===== config.mk =====
export PLATFORM = sky130hd
export DESIGN_NAME = load_align_ext
export DESIGN_NICKNAME = d
export VERILOG_FILES = /design/src/rtl/load_align_ext.sv
export SDC_FILE = /design/constraint.sdc
export NUM_CORES = 1
export LEC_CHECK = 0
export BUFFER_PORTS_ARGS = -buffer_cell sky130_fd_sc_hd__buf_2
export CORE_UTILIZATION = 53
export DETAILED_ROUTE_END_ITERATION = 16
export GPL_TIMING_DRIVEN = 0
export PLACE_DENSITY = 0.79
export SLEW_MARGIN = 20
export SYNTH_ARGS = -nofsm -noshare
export SYNTH_HDL_FRONTEND = slang
export SYNTH_SLANG_ARGS = --single-unit
export TNS_END_PERCENT = 100

===== constraint.sdc =====
create_clock -name clk -period 2.9 [get_ports clk]
set_input_delay 0.435 -clock clk [delete_from_list [all_inputs] [get_ports clk]]
set_output_delay 0.435 -clock clk [all_outputs]
set_load 0.01 [all_outputs]

===== src/rtl/load_align_ext.sv =====
// Load-data aligner/extender for the MEM/WB boundary: one- or two-beat loads, valid/ready on both sides.
// Optional counters are enabled by defining LOAD_ALIGN_EXT_STAT_EN.
module load_align_ext #(
  parameter int DATA_W = 32,
  localparam int OFF_W = $clog2(DATA_W / 8)
) (
  input  logic                clk,
  input  logic                rst,
  input  logic                in_valid,
  output logic                in_ready,
  input  logic [1:0]          in_size,
  input  logic                in_sign,
  input  logic [OFF_W-1:0]    in_offset,
  input  logic                mem_valid,
  input  logic [DATA_W-1:0]   mem_data,
  output logic                out_valid,
  input  logic                out_ready,
  output logic [2*DATA_W-1:0] out_data,
  output logic                out_misalign,
  output logic [1:0]          dbg_state
`ifdef LOAD_ALIGN_EXT_STAT_EN
  ,
  output logic [15:0]         stat_loads,
  output logic [7:0]          stat_misalign
`endif
);

  // Handshake semantics: a transfer happens on a rising edge where valid && ready
  // are both high; valid, once raised, holds its payload stable until the transfer.
  typedef enum logic [1:0] {S_IDLE, S_BEAT0, S_BEAT1, S_HOLD} state_t;

  state_t                r_state;
  logic [1:0]            r_size;
  logic                  r_sign;
  logic [OFF_W-1:0]      r_offset;
  logic [DATA_W-1:0]     r_low;
  logic                  r_in_ready;
  logic                  r_out_valid;
  logic                  r_out_misalign;
  logic [2*DATA_W-1:0]   r_out_data;

  logic                  w_misalign;
  logic [DATA_W-1:0]     w_shifted;
  logic [2*DATA_W-1:0]   w_ext;

  always_comb begin
    w_misalign = 1'b0;
    case (in_size)
      2'd1:    w_misalign = in_offset[0];
      2'd2:    w_misalign = (in_offset[1:0] != 2'b00);
      2'd3:    w_misalign = (in_offset != '0);
      default: w_misalign = 1'b0;
    endcase
  end

  // Field is brought down to bit 0 first, so extension only looks at fixed bit positions.
  always_comb begin
    w_shifted = mem_data >> {r_offset, 3'b000};
    w_ext     = '0;
    case (r_size)
      2'd0:    w_ext = {{(2*DATA_W-8){r_sign & w_shifted[7]}}, w_shifted[7:0]};
      2'd1:    w_ext = {{(2*DATA_W-16){r_sign & w_shifted[15]}}, w_shifted[15:0]};
      2'd2:    w_ext = {{(2*DATA_W-32){r_sign & w_shifted[31]}}, w_shifted[31:0]};
      default: w_ext = '0;
    endcase
  end

  always_ff @(posedge clk) begin
    if (rst) begin
      r_state        <= S_IDLE;
      r_size         <= 2'd0;
      r_sign         <= 1'b0;
      r_offset       <= '0;
      r_low          <= '0;
      r_in_ready     <= 1'b1;
      r_out_valid    <= 1'b0;
      r_out_misalign <= 1'b0;
      r_out_data     <= '0;
    end else begin
      case (r_state)
        S_IDLE: begin
          if (in_valid) begin
            r_size     <= in_size;
            r_sign     <= in_sign;
            r_offset   <= in_offset;
            r_in_ready <= 1'b0;
            if (w_misalign) begin
              r_out_valid    <= 1'b1;
              r_out_misalign <= 1'b1;
              r_out_data     <= '0;
              r_state        <= S_HOLD;
            end else begin
              r_state <= S_BEAT0;
            end
          end
        end
        S_BEAT0: begin
          if (mem_valid) begin
            if (r_size == 2'd3) begin
              r_low   <= mem_data;
              r_state <= S_BEAT1;
            end else begin
              r_out_data     <= w_ext;
              r_out_valid    <= 1'b1;
              r_out_misalign <= 1'b0;
              r_state        <= S_HOLD;
            end
          end
        end
        S_BEAT1: begin
          if (mem_valid) begin
            r_out_data     <= {mem_data, r_low};
            r_out_valid    <= 1'b1;
            r_out_misalign <= 1'b0;
            r_state        <= S_HOLD;
          end
        end
        S_HOLD: begin
          if (out_ready) begin
            r_out_valid    <= 1'b0;
            r_out_misalign <= 1'b0;
            r_in_ready     <= 1'b1;
            r_state        <= S_IDLE;
          end
        end
        default: r_state <= S_IDLE;
      endcase
    end
  end

`ifdef LOAD_ALIGN_EXT_STAT_EN
  logic [15:0] r_stat_loads;
  logic [7:0]  r_stat_misalign;

  always_ff @(posedge clk) begin
    if (rst) begin
      r_stat_loads    <= '0;
      r_stat_misalign <= '0;
    end else if (r_state == S_HOLD && out_ready) begin
      if (r_stat_loads != '1) r_stat_loads <= r_stat_loads + 16'd1;
      if (r_out_misalign && r_stat_misalign != '1) r_stat_misalign <= r_stat_misalign + 8'd1;
    end
  end

  assign stat_loads    = r_stat_loads;
  assign stat_misalign = r_stat_misalign;
`endif

  assign in_ready     = r_in_ready;
  assign out_valid    = r_out_valid;
  assign out_data     = r_out_data;
  assign out_misalign = r_out_misalign;
  assign dbg_state    = r_state;

endmodule


==> flow_summary.yaml <==
clocking:
  tritoncts: "yes"
  cts.sinks: 106
  clk_pin_slew_worst_paths_ps: 110
  cts_made_buffers: 9
  hold_buffers: 0
  post_cts_buffers: 0
  clk_path_buf_depth: 2
  post_cts_resize_count: 0
  clk-insertion-delay-late_ps: 380
  h-tree-depth: 3
  cts_root_buf: "clkbuf_8"
critical_path:
  cp-startpoint: "dbg_state[0]"
  cp_max_fo: 10
  arrival_ps: 2840
  crit_path_end_kind: "flip-flop"
  start_kind: "flip-flop"
  timing.rr.start: "dbg_state[0]"
  required_ps: 3160
  crit_type: "flip-flop to flip-flop"
timing:
  worstMarginPinSlew_ps: 586
  holdWs_ps: 311
  setup_viol: 0
  final.setup_skew_ps: 8.43
  period_minus_slack_ps: 2580
  max_freq_ghz: 0.388
  final_max_slew_viol_count: 0
  report.final.hold_viol_count: 0
  slew_headroom_pct: 60.9
  fin_crit_sh_pct: 88.9
  rsz0062_at_grt: "false"
  setup-tns-final_ps: 0
pwr:
  p_switching_uw: 1430
  cellPowerDensity_nw_per_um2: 680
  p_int_uw: 2390
  pwr-share-clk_pct: 25.5
  ir_drop_uv: 267
  p_sw_share_pct: 37.4
  seqPwrFrac_pct: 41.9
  leakage_uw: 0.00234
  power_frac_comb_pct: 32.7
yosys:
  synthArstFlopShare_pct: 0
  synth_warnings: 0
  synth_top_area_share_pct: 44.9
  netlist_area_um2: 4720
  synth_nets: 553
  yosys.area.top_type: "dfxtp_1"
  ys_seq_elements: 106
  syn_avg_cell_area_um2: 9.33
  synth-seq-area-share_pct: 44.9
  syn_inst: 506
  synth_flop_cell: "dfxtp_1"
  synth_commonest_cells: "106 x dfxtp_1, 87 x nand2_1, 55 x a21oi_1"
  synth_edf_count: 0
  yosysMostFrequentCell: "dfxtp_1"
  synth_area_leaders: "dfxtp_1 45%, a221o_1 10%, nand2_1 6.9%, a21oi_1 5.8%, mux2i_1 4.0%"
  yosysUniqueCellTypes: 51
cells_and_area:
  final_util_pct: 64.8
  final.fill_count: 783
  final_nets: 674
  drive_gt1_share_pct: 27.1
  syn_to_final_growth_pct: 19.0
  n_antenna_cell: 0
die:
  die_height_um: 96.4
  die_area_um2: 9290
  coreArea_um2: 8680
  io_pins: 111
  die_w_um: 96.4
  rows: 34
  start_util_pct: 54.4
drt:
  wirelength_mm: 14.0
  drc: 0
  first_iter_violations: 307
  wl_per_cell_um: 18.9
  firstDrtPassIters: 5
  avgViaCountPerCell: 6.11
  ant_nets: 0
  routed-via-count: 4519
placement:
  gp_congestion: 0.923
  hpwl_mm: 10.4
  io_buffers: 110
job:
  max_cap_violations: 0
run_status:
  outcome: "completed"
hold_path:
  min_from: "mem_data[6]"
  hold_class: "input pin to flip-flop"
grt:
  grt_usage_pct: 31.0
  grt_use_met2_pct: 50.9
  grt_overflow: 0
  grt_pass1_vias: 4123
  antenna_found_initial: 0
  grt_pass1_wl_mm: 21.3
  grt_max_degree: 20
  met3_usage_pct: 3.99
  grt_use_met1_pct: 42.1
  top_usage_layer: "met2"
-- metal layers --
layer	vias to the layer above	routed length (µm)	part of all wire, %
met5	-	0	0
met1	2182	6180	44
li1	2130	-	-
met2	184	6650	47
met3	23	852	6.1
met4	0	322	2.3
-- worst paths after layout --
kind / cells past startpoint / slack [ps] / to
worst max-delay path: 10 / 320 / out_data[61]
worst min-delay path: 3 / 310 / r_low[6]
worst max register to register: 10 / 320 / out_data[61]
worst min register to register: 2 / 460 / r_low[19]
-- kinds of logic (layout without fill, tap and decap cells) --
logic type                 after synthesis  count (layout)  share of synthesized area (%)
AOI/OAI and AO/OA                      168             168                           26.4
and+or+nand+nor                        153             153                           16.9
DFF                                    106             106                           44.9
buffers and inverters                   53             179                           6.01
muxes                                   19              19                           4.03
adders and majority gates                5               5                           1.32
xor gates and xnor gates                 2               2                          0.371
-- critical path, stage by stage, from the launching register on --
cell      delay [ps]
dfxtp_1          430
inv_1            130
ha_1             210
buf_2            190
o21bai_2         170
nand2_1          110
nor4_4           430
nor2_2            80
buf_4            210
buf_2            190
a221o_1          320
-- placed cells by master, fill, tap and decap left out, drive strengths merged, types with 5 or more instances in the layout --
cell / n
a211oi: 16
a21oi: 55
a221o: 49
a22o: 8
and3: 6
buf: 137
clkbuf: 31
dfxtp: 106
ha: 5
inv: 8
mux2i: 19
nand2: 88
nand3: 15
nand3b: 7
nor2: 7
nor2b: 7
o21ai: 15
o2bb2ai: 8
o311ai: 6
or3b: 7
-- registers in the layout, indices dropped and copies added (netlist names) --
signal        flops
r_low            32
dbg_state         2
out_valid         1
out_misalign      1
in_ready          1
r_size            2
r_offset          2
out_data         64
r_sign            1
-- per-stage QoR --
| stage | area, µm² | total power, µW | instances | worst slack (ps) |
|---|---|---|---|---|
| floorplan | 4720 | 2470 | 506 | 657 |
| global placement | 5410 | 2830 | 724 | 410 |
| detailed placement | 5410 | 2860 | 724 | 380 |
| CTS | 5620 | 3810 | 740 | 318 |
| global route | 5620 | 4000 | 740 | 174 |
| finish | 5620 | 3820 | 740 | 321 |
-- power groups by stage --
stage / clock network (µW) / registers [µW] / logic [µW]
after CTS: 980 / 1600 / 1230
after global placement: 0 / 1630 / 1200
after floorplan: 0 / 1660 / 803
after global routing: 1030 / 1610 / 1360
final: 973 / 1600 / 1250
after detailed placement: 0 / 1630 / 1220
-- cell type report --
cell class	instances	area, µm²	area share (%)
repair buffers	110	551	9.80
plain buffers	48	265	4.72
clock buffers	10	128	2.27
multi-input cells	347	2320	41.2
flip-flops and latches	106	2120	37.8
clock inverters	6	83.8	1.49
well taps	108	135	2.40
inverters	5	18.8	0.334
(Power assumes the default switching activity.)
